`src/rtl/alu_arbiter.sv`:
```
// -----------------------------------------------------------------------------
// alu_arbiter
//
// Purpose:
//   Two-requester arbiter in front of one shared, purely combinational ALU.
//   A granted request has its operands and opcode captured. The ALU is then
//   driven from those registers for one EXEC cycle, and its result is
//   registered. The result is held in RESP until the consumer takes it.
//   Only one operation is in flight at a time.
//
//   When both requesters are valid in IDLE, the tie goes to the requester
//   that did not win the previous grant (round-robin).
//
// Optional feature:
//   ALU_ARB_FIXED_PRIO_EN  - when defined, requester 0 always wins a tie and
//                            no last-grant history is kept.
//
// Ports:
//   clk                  in   clock, all state updates on rising edge
//   rst_n                in   asynchronous active-low reset
//   req0_valid/req1_valid   in   requester has an operation pending
//   req0_ready/req1_ready   out  requester accepted this cycle (IDLE only)
//   req0_a/req0_b/req0_op   in   requester 0 operands and opcode
//   req1_a/req1_b/req1_op   in   requester 1 operands and opcode
//   alu_a/alu_b/alu_op      out  shared ALU operands/opcode (from capture regs)
//   alu_res              in   shared ALU result (combinational)
//   rsp_valid            out  response available (RESP state)
//   rsp_ready            in   consumer takes response
//   rsp_id               out  requester that issued the operation
//   rsp_data             out  registered ALU result
//   busy                 out  high whenever the FSM is not in IDLE
// -----------------------------------------------------------------------------
module alu_arbiter #(
    parameter int unsigned DATA_W = 4
) (
    input  logic              clk,
    input  logic              rst_n,

    input  logic              req0_valid,
    output logic              req0_ready,
    input  logic [DATA_W-1:0] req0_a,
    input  logic [DATA_W-1:0] req0_b,
    input  logic [1:0]        req0_op,

    input  logic              req1_valid,
    output logic              req1_ready,
    input  logic [DATA_W-1:0] req1_a,
    input  logic [DATA_W-1:0] req1_b,
    input  logic [1:0]        req1_op,

    output logic [DATA_W-1:0] alu_a,
    output logic [DATA_W-1:0] alu_b,
    output logic [1:0]        alu_op,
    input  logic [DATA_W-1:0] alu_res,

    output logic              rsp_valid,
    input  logic              rsp_ready,
    output logic              rsp_id,
    output logic [DATA_W-1:0] rsp_data,

    output logic              busy
);

    typedef enum logic [1:0] {
        S_IDLE = 2'd0,
        S_EXEC = 2'd1,
        S_RESP = 2'd2
    } state_t;

    state_t              r_state;
    state_t              w_state_nxt;

    logic [DATA_W-1:0]   r_a;
    logic [DATA_W-1:0]   r_b;
    logic [1:0]          r_op;
    logic                r_id;
    logic [DATA_W-1:0]   r_rsp_data;
`ifndef ALU_ARB_FIXED_PRIO_EN
    logic                r_last_grant;
`endif

    logic                w_grant0;
    logic                w_grant1;
    logic                w_accept0;
    logic                w_accept1;

    // -------------------------------------------------------------------------
    // Grant selection. This is computed every cycle, but it only takes effect
    // through the ready outputs, which are gated to IDLE.
    // -------------------------------------------------------------------------
    always_comb begin
        w_grant0 = 1'b0;
        w_grant1 = 1'b0;
        if (req0_valid && !req1_valid) begin
            w_grant0 = 1'b1;
        end else if (req1_valid && !req0_valid) begin
            w_grant1 = 1'b1;
        end else if (req0_valid && req1_valid) begin
`ifdef ALU_ARB_FIXED_PRIO_EN
            w_grant0 = 1'b1;
`else
            // The tie goes to the requester that was not granted last time.
            w_grant0 = r_last_grant;
            w_grant1 = ~r_last_grant;
`endif
        end
    end

    // Ready is qualified with rst_n. While reset is asserted the state is
    // already IDLE, so without this gate a ready could be raised during reset.
    always_comb begin
        req0_ready = 1'b0;
        req1_ready = 1'b0;
        if (rst_n && (r_state == S_IDLE)) begin
            req0_ready = w_grant0;
            req1_ready = w_grant1;
        end
    end

    assign w_accept0 = req0_valid && req0_ready;
    assign w_accept1 = req1_valid && req1_ready;

    // -------------------------------------------------------------------------
    // Next-state logic
    // -------------------------------------------------------------------------
    always_comb begin
        w_state_nxt = r_state;
        unique case (r_state)
            S_IDLE: begin
                if (w_accept0 || w_accept1) begin
                    w_state_nxt = S_EXEC;
                end
            end
            S_EXEC: begin
                w_state_nxt = S_RESP;
            end
            S_RESP: begin
                if (rsp_ready) begin
                    w_state_nxt = S_IDLE;
                end
            end
            default: begin
                w_state_nxt = S_IDLE;
            end
        endcase
    end

    // -------------------------------------------------------------------------
    // State, capture and result registers
    // -------------------------------------------------------------------------
    always_ff @(posedge clk or negedge rst_n) begin
        if (!rst_n) begin
            r_state      <= S_IDLE;
            r_a          <= '0;
            r_b          <= '0;
            r_op         <= '0;
            r_id         <= 1'b0;
            r_rsp_data   <= '0;
`ifndef ALU_ARB_FIXED_PRIO_EN
            r_last_grant <= 1'b1;
`endif
        end else begin
            r_state <= w_state_nxt;

            if (w_accept0) begin
                r_a          <= req0_a;
                r_b          <= req0_b;
                r_op         <= req0_op;
                r_id         <= 1'b0;
`ifndef ALU_ARB_FIXED_PRIO_EN
                r_last_grant <= 1'b0;
`endif
            end else if (w_accept1) begin
                r_a          <= req1_a;
                r_b          <= req1_b;
                r_op         <= req1_op;
                r_id         <= 1'b1;
`ifndef ALU_ARB_FIXED_PRIO_EN
                r_last_grant <= 1'b1;
`endif
            end

            if (r_state == S_EXEC) begin
                r_rsp_data <= alu_res;
            end
        end
    end

    // -------------------------------------------------------------------------
    // Outputs
    // -------------------------------------------------------------------------
    assign alu_a     = r_a;
    assign alu_b     = r_b;
    assign alu_op    = r_op;

    assign rsp_valid = (r_state == S_RESP);
    assign rsp_id    = r_id;
    assign rsp_data  = r_rsp_data;

    assign busy      = (r_state != S_IDLE);

endmodule

```
`config.mk`:
```
export PLATFORM = sky130hd
export DESIGN_NAME = alu_arbiter
export DESIGN_NICKNAME = d
export VERILOG_FILES = /design/src/rtl/alu_arbiter.sv
export SDC_FILE = /design/constraint.sdc
export NUM_CORES = 1
export LEC_CHECK = 0
export BUFFER_PORTS_ARGS = -buffer_cell sky130_fd_sc_hd__buf_2
export CELL_PAD_IN_SITES_DETAIL_PLACEMENT = 0
export CELL_PAD_IN_SITES_GLOBAL_PLACEMENT = 1
export CORE_UTILIZATION = 28
export CTS_BUF_LIST = sky130_fd_sc_hd__clkbuf_8
export DETAILED_ROUTE_END_ITERATION = 8
export HOLD_SLACK_MARGIN = 0.15
export PLACE_DENSITY_LB_ADDON = 0.1
export SLEW_MARGIN = 15
export SYNTH_ARGS = -nofsm -noshare
export SYNTH_HDL_FRONTEND = slang
export SYNTH_SLANG_ARGS = --single-unit
```
`constraint.sdc`:
```
create_clock -name clk -period 2.6 [get_ports clk]
set_clock_uncertainty 0.1 [all_clocks]
set_input_delay 0 -clock clk [delete_from_list [all_inputs] [get_ports clk]]
set_output_delay 0 -clock clk [all_outputs]
set_load 0.01 [all_outputs]
```
==> results of run 1 <==
==> cell type report <==
| class | count | area, µm² |
|---|---|---|
| clock buffer | 4 | 55.1 |
| fill | 310 | 1510 |
| inverter | 3 | 11.3 |
| multi-input combinational | 59 | 395 |
| sequential | 18 | 452 |
| tap | 44 | 55.1 |
| timing repair buffer | 79 | 551 |
==> metal layers <==
layer,global-route usage [%],vias up,wire length [µm]
li1,-,493,-
met1,22.5,476,1290
met2,28.6,28,1270
met3,3.30,2,130
met4,6.12,0,17
met5,0,-,0
==> registers in the layout, indices dropped and copies added (netlist names) <==
name          flops
rsp_id            1
alu_b             4
alu_a             4
r_state           2
r_last_grant      1
alu_op            2
rsp_data          4
==> cell families after synthesis <==
| family | count (synthesis) |
|---|---|
| compound gates | 33 |
| simple gates | 22 |
| flops | 18 |
| buf+inv | 11 |
| mux | 4 |
==> cells in the final DEF (no fill, tap or decap) <==
| cell type | count |
|---|---|
| nand4_1 | 10 |
| nand2_1 | 1 |
| nor3b_2 | 1 |
| nand3_1 | 1 |
| o21ai_0 | 1 |
| a21oi_1 | 10 |
| a31oi_1 | 10 |
| clkbuf_8 | 4 |
| or3b_1 | 1 |
| and3_1 | 1 |
| dfrtp_1 | 17 |
| inv_1 | 2 |
| dfstp_2 | 1 |
| and2_1 | 1 |
| o31ai_1 | 10 |
| buf_2 | 47 |
| buf_4 | 2 |
| o21a_1 | 2 |
| dlygate4sd3_1 | 30 |
| mux2_2 | 4 |
| or2_2 | 2 |
| nor2b_1 | 1 |
| nand2b_1 | 3 |
| clkinv_1 | 1 |
==> final timing paths <==
kind / from / end / slack [ns] / cells after the start
max: r_state[0] / alu_a[3] / 0.37 / 4
min: rst_n / alu_a[3] / 0.18 / 3
max reg2reg: r_state[0] / alu_a[3] / 0.37 / 4
min reg2reg: rsp_data[2] / rsp_data[2] / 0.40 / 1
max in group asynchronous: rst_n / r_state[0] / 1.70 / 3
min in group clk: rsp_ready / r_state[1] / 0.39 / 3
==> where the power goes <==
group / internal (mW) / leakage [nW] / switching (mW) / total (mW)
registers: 0.408 / 0.204 / 0.0708 / 0.479
clock network: 0.134 / 0.0288 / 0.0958 / 0.230
logic: 0.317 / 0.442 / 0.277 / 0.594
==> stage by stage <==
step / area, µm² / power (mW) / std cells / hold slack, ns
2_1_floorplan: 893 / 0.754 / 88 / -0.396
3_3_place_gp: 1160 / 0.940 / 173 / -0.291
3_5_place_dp: 1160 / 0.950 / 173 / -0.290
4_1_cts: 1520 / 1.31 / 207 / 0.196
5_1_grt: 1520 / 1.40 / 207 / 0.211
6_report: 1520 / 1.30 / 207 / 0.180
==> repair_timing <==
action,in CTS,in global routing
resized for setup,0,0
hold buffers,30,0
setup endpoints to repair,0,0
endpoints found under the hold margin,35,0
==> critical path, stage by stage (launching register included) <==
cell and delay [ns]:
dfrtp_1 0.41, or3b_1 0.58, o31ai_1 0.33, a31oi_1 0.12
dlygate4sd3_1 0.58
==> impl_metrics.csv, run 1 <==
group,metric,value,unit
run_status,outcome,"completed",
synth,ys.warnings.count,0,
cells_and_area,antenna_cells_inserted,0,
global_route,grt_pass1_wl,4440,µm
synth,synth_seq_area_share,50.6,%
clocking,clk_pin_slew_worst_paths,0.08,ns
sta,final_critical_delay_including_setup_and_external_delays,2.23,ns
clocking,cts-buffers-inserted,3,
synth,synthXorXnorAreaFrac,0,%
setup_path,setup.worst_path.class,"reg2reg",
die,rows,20,
synth,synth_mux_area_share,5.04,%
drt,post_drt_via_cell_ratio,4.83,
sta,timing.final.crit_share,85.7,%
drt,drtAntennaViolNets,0,
clocking,post-cts-setup-buffers,0,
synth,yosysUniqueCellTypes,23,
drt,vias,999,
clocking,maximum_level_of_the_cts_h_tree,1,
synth,syn_inst,88,
sta,worstMarginPinSlew,0.751,ns
sta,maxSlewHeadroom,49.8,%
synth,synth_top_family_by_area,"compound AO/OA/AOI/OAI gates",
die,fp.dieW,58.5,µm
setup_path,worstPathMaxFanout,10,
drt,totalWireLength,2710,µm
worst_hold_path,min_path_type,"in2async",
sta,setup_viol,0,
global_route,grt_antenna_before_repair,0,
synth,synth_fa_ha_area_share,0,%
synth,synth_top_area_cell,"dfrtp_1",
setup_path,cp_data_required_time,2.64,ns
place,place_hpwl,1740,µm
clocking,max-clock-path-buffers,2,
synth,yosys_register_bits,18,
power,cellLeakagePower,0.675,nW
synth,yosys.cell_count.top_type,"dfrtp_1",
die,fp.dieArea,3420,µm²
global_route,first_global_vias,992,
sta,fmax,449,MHz
synth,synth_compound_gate_area_share,23.2,%
drt,routedWlPerCell,13.1,µm
sta,worst_slack,0.371,ns
clocking,tritoncts,"done",
place,gp_routability_congestion,0.691,
setup_path,crit_arrival,2.27,ns
die,fp.dieH,58.5,µm
cells_and_area,final_util,50.2,%
drt,drt_first_iter_violations,19,
die,core,3030,µm²
die,io-pin-count,48,
drt,drt_pass1_iterations,4,
sta,timing.setup.tns,0,ns
global_route,pin_count_of_the_biggest_net_entering_global_routing,24,
cells_and_area,finish.net_count,193,
synth,synth_enable_flop_cells,0,
synth,total_standard_cell_area_after_synthesis,893,µm²
cells_and_area,area_delta_synth_final,70.0,%
setup_path,timing.critical_path.from_type,"flop",
sta,rsz0062_at_grt,"false",
synth,synth-async-reset-ratio,100,%
synth,ys_top_cells_by_area,"dfrtp_1 48%, o31ai_1 8.4%, a31oi_1 7.0%, nand4_1 7.0%, a21oi_1 5.6%",
global_route,aggregate_global_route_resource_usage,17.2,%
clocking,worst_skew_pair.late_latency,0.25,ns
synth,ys_dominant_reg_cell,"dfrtp_1",
place,preCtsSetupSlack,0.919,ns
sta,timing_hold_violations_final,0,
power,cellPowerDensity,858,nW/µm²
global_route,globalRouteOverflowTotal,0,
cells_and_area,layout-drive-gt1-share,37.4,%
sta,timing_max_transition_violations_final,0,
die,initial_utilization,29.5,%
synth,postSynthNetCount,117,
synth,synth_top_area_share,47.6,%
drt,drc,0,
job,maxCapViolCount,0,
synth,avgSynthCellArea,10.2,µm²
clocking,cts_root_buf,"clkbuf_8",
synth,ys_top_cells_by_count,"17 x dfrtp_1, 10 x a21oi_1, 10 x a31oi_1, 10 x nand4_1, 10 x o31ai_1",
synth,yosys.area_share.simple,16.0,%
place,port_buffers,47,
setup_path,setup.worst_path.end_class,"flop",
power,ir_worst_vdd,408,µV
clocking,clkSinkCount,18,
No activity file was read; power rests on OpenSTA's default activity.
==> inputs of run 2 (changes only) <==
--- a/config.mk
+++ b/config.mk
@@ -8,7 +8,7 @@
 export BUFFER_PORTS_ARGS = -buffer_cell sky130_fd_sc_hd__buf_2
 export CELL_PAD_IN_SITES_DETAIL_PLACEMENT = 0
 export CELL_PAD_IN_SITES_GLOBAL_PLACEMENT = 1
-export CORE_UTILIZATION = 28
+export CORE_UTILIZATION = 35
 export CTS_BUF_LIST = sky130_fd_sc_hd__clkbuf_8
 export DETAILED_ROUTE_END_ITERATION = 8
 export HOLD_SLACK_MARGIN = 0.15
==> run 2 against run 1 <==
Compared with the run above: first-iteration DRC count grew 11%; die area shrank 19%; critical path depth grew 1; core utilization grew 14 points; clock-buffer cell count is the same.
==> impl_metrics.csv, run 2 (synthesis results as in run 1) <==
group,metric,value,unit
drt,post_drt_via_cell_ratio,5.32,
global_route,globalRouteOverflowTotal,0,
global_route,aggregate_global_route_resource_usage,22.6,%
setup_path,worstPathMaxFanout,21,
sta,worstMarginPinSlew,0.819,ns
cells_and_area,final_common_cell,"buf_2",
global_route,grt_pass1_wl,4530,µm
drt,vias,1005,
sta,timing.final.crit_share,89.2,%
worst_hold_path,min_path_type,"in2reg",
cells_and_area,most_frequent_cells_in_the_layout,"47 x buf_2, 28 x dlygate4sd3_1, 17 x dfrtp_1",
cells_and_area,fillCellCount,208,
clocking,tritoncts,"done",
setup_path,cp_data_required_time,2.63,ns
place,place_hpwl,1690,µm
sta,worst_slack,0.280,ns
place,port_buffers,47,
drt,drt_pass1_iterations,4,
power,design_power_total,1.28,mW
sta,setup_viol,0,
cells_and_area,postLayoutCellArea,1480,µm²
clocking,clk_pin_slew_worst_paths,0.07,ns
place,preCtsSetupSlack,0.853,ns
cells_and_area,area_delta_synth_final,65.5,%
clocking,cts-buffers-inserted,3,
die,fp.dieH,52.5,µm
job,maxCapViolCount,0,
die,io-pin-count,48,
clocking,maximum_level_of_the_cts_h_tree,1,
cells_and_area,layout-drive-gt1-share,37.9,%
setup_path,setup.worst_path.class,"reg2reg",
setup_path,critical-path-max-stage-delay,0.59,ns
sta,timing.setup.tns,0,ns
die,fp.dieW,52.5,µm
clocking,max-clock-path-buffers,2,
setup_path,crit_start,"r_state[0]",
setup_path,timing.critical_path.from_type,"flop",
sta,final_critical_delay_including_setup_and_external_delays,2.32,ns
sta,fmax,431,MHz
die,rows,17,
setup_path,worst_path_dominant_cell_family,"buffers and inverters",
cells_and_area,antenna_cells_inserted,0,
place,gp_routability_congestion,0.739,
setup_path,cp.buffers_inverters,2,
die,core,2320,µm²
clocking,post-cts-setup-buffers,0,
die,fp.dieArea,2760,µm²
cells_and_area,finish.net_count,191,
sta,maxSlewHeadroom,45.3,%
clocking,cts_root_buf,"clkbuf_8",
place,placed_area,1140,µm²
sta,timing_hold_violations_final,0,
run_status,outcome,"completed",
clocking,clkSinkCount,18,
sta,timing_max_transition_violations_final,0,
drt,totalWireLength,2640,µm
clocking,worst_skew_pair.late_latency,0.25,ns
global_route,first_global_vias,958,
power,ir_worst_vdd,639,µV
sta,rsz0062_at_grt,"false",
drt,drtAntennaViolNets,0,
drt,drt_first_iter_violations,21,
setup_path,critical_path.slowest_cell,"dlygate4sd3_1",
power,cellLeakagePower,0.666,nW
drt,routedWlPerCell,14.0,µm
drt,drc,0,
die,initial_utilization,38.5,%
setup_path,r2r-start,"r_state[0]",
setup_path,crit_arrival,2.36,ns
global_route,grt_antenna_before_repair,0,
worst_hold_path,hp-start,"req0_valid",
power,cellPowerDensity,869,nW/µm²
global_route,pin_count_of_the_biggest_net_entering_global_routing,22,
setup_path,setup.worst_path.end_class,"flop",
setup_path,crit_path_cell_trace,"nor3b_2 > buf_4 > and2_1 > a31oi_1 > dlygate4sd3_1",
-- run 2: cell count changes in the layout (fill, tap and decap cells not counted), sizes merged --
cell	change
dlygate4sd3	-2
-- run 2: final timing paths --
kind	endpoint	cells past startpoint	slack [ns]
worst min register to register	rsp_id	1	0.38
worst min-delay path	rsp_id	3	0.15
worst max register to register	alu_op[1]	5	0.28
worst max-delay path	alu_op[1]	5	0.28
max in group asynchronous	rsp_id	3	1.67
min in group asynchronous	alu_b[3]	3	0.19
-- run 2: cell type report --
class / instances / area (µm²) / share of cell area [%]
Timing Repair Buffer: 77 / 531 / 35.9
Sequential cell: 18 / 452 / 30.5
Multi-Input combinational cell: 59 / 395 / 26.7
Clock buffer: 4 / 55.1 / 3.72
Tap cell: 28 / 35.0 / 2.37
Inverter: 3 / 11.3 / 0.761
-- run 2: metal layers --
metal	vias to the layer above	share of wire, %	routed length [µm]	GRT usage [%]
met3	2	7.5	197	5.22
li1	483	-	-	-
met2	50	44	1180	36.3
met4	0	0.30	8	3.95
met1	470	48	1260	31.3
met5	-	0	0	0
-- run 2: timing repair --
| action | 4_1_cts | 5_1_grt |
|---|---|---|
| hold endpoints to repair | 35 | 0 |
| resized for setup | 0 | 0 |
| hold buffers | 28 | 0 |
-- run 2: report_power, final --
part,total [mW],internal (mW),switching [mW]
Combinational,0.583,0.306,0.277
Clock,0.226,0.134,0.0920
Sequential,0.475,0.408,0.0671
-- run 2: worst min-delay path: cells and delay by family --
family	cells	cell delay (ns)
compound gates	1	0.13
buf+inv	1	0.19
simple gates	1	0.15
-- run 2: per-stage QoR --
| stage | util [%] | instances | hold slack, ns |
|---|---|---|---|
| floorplan | - | 88 | -0.396 |
| global placement | 49.3 | 157 | -0.281 |
| detailed placement | 49.3 | 157 | -0.280 |
| CTS | 63.8 | 189 | 0.156 |
| global route | 63.8 | 189 | 0.197 |
| finish | 63.8 | 189 | 0.152 |
==> inputs of run 3 (changes only) <==
--- a/config.mk
+++ b/config.mk
@@ -8,8 +8,8 @@
 export BUFFER_PORTS_ARGS = -buffer_cell sky130_fd_sc_hd__buf_2
 export CELL_PAD_IN_SITES_DETAIL_PLACEMENT = 0
 export CELL_PAD_IN_SITES_GLOBAL_PLACEMENT = 1
-export CORE_UTILIZATION = 35
-export CTS_BUF_LIST = sky130_fd_sc_hd__clkbuf_8
+export CORE_UTILIZATION = 33
+export CTS_BUF_LIST = sky130_fd_sc_hd__clkbuf_4 sky130_fd_sc_hd__clkbuf_8 sky130_fd_sc_hd__clkbuf_16
 export DETAILED_ROUTE_END_ITERATION = 8
 export HOLD_SLACK_MARGIN = 0.15
 export PLACE_DENSITY_LB_ADDON = 0.1
==> run 3 against run 2 <==
Compared with the run above: clock power fell by 31%; fmax is 4.6% lower; combinational power is 13% lower; clock-buffer cell count is the same; die area is 5.8% higher; hold slack improved by 0.18 ns; setup slack lost 0.11 ns; wire length rose by 7.9%; critical path depth increased by 3; sequential share of layout area unchanged; total power decreased by 11%; global-route usage shrank 1.3 points; largest cell class unchanged; largest power group unchanged.
==> impl_metrics.csv, run 3 (synthesis results as in run 1) <==
group,metric,value,unit
run_status,outcome,"completed",
power,cellLeakagePower,0.671,nW
setup_path,worst_path_dominant_cell_family,"buffers and inverters",
sta,final_critical_delay_including_setup_and_external_delays,2.43,ns
global_route,first_global_vias,924,
job,maxCapViolCount,0,
sta,timing.final.crit_share,93.5,%
sta,worst_slack,0.168,ns
die,io-pin-count,48,
place,gp_routability_congestion,0.703,
drt,met2WireLength,1370,µm
sta,fmax,411,MHz
setup_path,critical_path.slowest_cell,"dlygate4sd3_1",
place,port_buffers,47,
drt,routedWlPerCell,14.8,µm
place,place_hpwl,1650,µm
drt,highest_layer,"met4",
clocking,post_cts_resized,0,
die,core,2520,µm²
cells_and_area,area_delta_synth_final,65.5,%
clocking,clk_pin_slew_worst_paths,0.10,ns
drt,post_drt_via_cell_ratio,5.35,
drt,drtAntennaViolNets,0,
worst_hold_path,min_path_type,"in2reg",
setup_path,cp_data_required_time,2.69,ns
place,preCtsSetupSlack,0.879,ns
drt,drc,0,
global_route,pin_count_of_the_biggest_net_entering_global_routing,24,
setup_path,crit_path_cell_trace,"dlygate4sd3_1 > dlygate4sd3_1 > buf_2 > nor3b_2 > buf_4 > and3_1 > o21a_1 > dlygate4sd3_1",
sta,setup_viol,0,
setup_path,setup.worst_path.class,"in2reg",
cells_and_area,final_common_cell,"buf_2",
clocking,worst_skew_pair.late_latency,0.29,ns
die,rows,18,
setup_path,critical-path-top-cell-by-count,"dlygate4sd3_1",
clocking,maximum_level_of_the_cts_h_tree,1,
clocking,max-clock-path-buffers,2,
setup_path,setup.worst_path.end_class,"flop",
clocking,cts_root_buf,"clkbuf_4",
cells_and_area,layout-drive-gt1-share,36.8,%
sta,timing_max_transition_violations_final,0,
sta,maxSlewHeadroom,42.7,%
die,fp.dieArea,2920,µm²
power,ir_worst_vdd,463,µV
setup_path,timing.critical_path.from_type,"input port",
global_route,aggregate_global_route_resource_usage,21.4,%
setup_path,crit_arrival,2.52,ns
die,fp.dieW,54.0,µm
global_route,grt_antenna_before_repair,0,
setup_path,cp.buffers_inverters,5,
cells_and_area,fillCellCount,248,
sta,worstMarginPinSlew,0.857,ns
sta,timing.setup.tns,0,ns
drt,drt_first_iter_violations,30,
clocking,tritoncts,"done",
cells_and_area,antenna_cells_inserted,0,
drt,met1_length,1230,µm
sta,timing_hold_violations_final,0,
global_route,grt_pass1_wl,4300,µm
drt,drt_pass1_iterations,4,
clocking,cts-buffers-inserted,3,
drt,vias,1032,
die,fp.dieH,54.0,µm
clocking,clkSinkCount,18,
power,cellPowerDensity,774,nW/µm²
drt,totalWireLength,2850,µm
setup_path,worstPathMaxFanout,23,
cells_and_area,most_frequent_cells_in_the_layout,"47 x buf_2, 31 x dlygate4sd3_1, 17 x dfrtp_1",
cells_and_area,finish.net_count,193,
drt,route.met3.wl,237,µm
die,initial_utilization,35.4,%
global_route,globalRouteOverflowTotal,0,
sta,rsz0062_at_grt,"false",
setup_path,critical-path-max-stage-delay,0.55,ns
[run 3: changes by cell type in the layout (fill, tap and decap cells not counted), sizes merged]
cell | before | now
buf | 49 | 48
dlygate4sd3 | 28 | 31
[run 3: path summary, 6_finish.rpt]
path                       slack [ns]          from  cells after the start            to
hold / removal                   0.33     rsp_ready                      3    r_state[1]
setup reg to reg                 0.58  r_last_grant                      4        rsp_id
hold reg to reg                  0.41   rsp_data[1]                      1   rsp_data[1]
min in group asynchronous        0.65         rst_n                      3  r_last_grant
setup / recovery                 0.17         rst_n                      8        rsp_id
max in group asynchronous        0.55         rst_n                      4   rsp_data[2]
[run 3: tightest hold or removal path, stage by stage]
cell,delay [ns]
dlygate4sd3_1,0.53
buf_2,0.10
o21ai_0,0.07
[run 3: metal layers]
layer / up-vias / GRT usage, %
met2: 60 / 34.4
met5: - / 0
met4: 0 / 5.13
met3: 2 / 6.21
li1: 489 / -
met1: 481 / 28.1
[run 3: cell type report]
class | instances | area, µm² | area share (%)
Sequential cell | 18 | 452 | 30.5
Multi-Input combinational cell | 59 | 395 | 26.7
Timing Repair Buffer | 79 | 553 | 37.4
Tap cell | 30 | 37.5 | 2.54
Inverter | 3 | 11.3 | 0.761
Clock buffer | 4 | 30.0 | 2.03
[run 3: what timing repair did]
action	4_1_cts	5_1_grt
endpoints found under the setup margin	0	0
hold buffers	31	0
setup buffers	0	0
hold endpoints to repair	35	0
[run 3: stage by stage]
stage / util [%] / area, µm² / power (mW) / hold WS, ns / std cells
6_report: 58.6 / 1480 / 1.14 / 0.335 / 193
5_1_grt: 58.6 / 1480 / 1.24 / 0.333 / 193
4_1_cts: 58.6 / 1480 / 1.15 / 0.312 / 193
3_5_place_dp: 45.1 / 1140 / 0.945 / -0.136 / 158
3_3_place_gp: 45.1 / 1140 / 0.934 / -0.139 / 158
2_1_floorplan: - / 893 / 0.754 / -0.396 / 88
[run 3: power by group]
part	switching [mW]	internal, mW	total, mW
registers	0.0702	0.408	0.478
clock network	0.0869	0.0701	0.157
logic	0.266	0.244	0.510
total	0.423	0.722	1.14
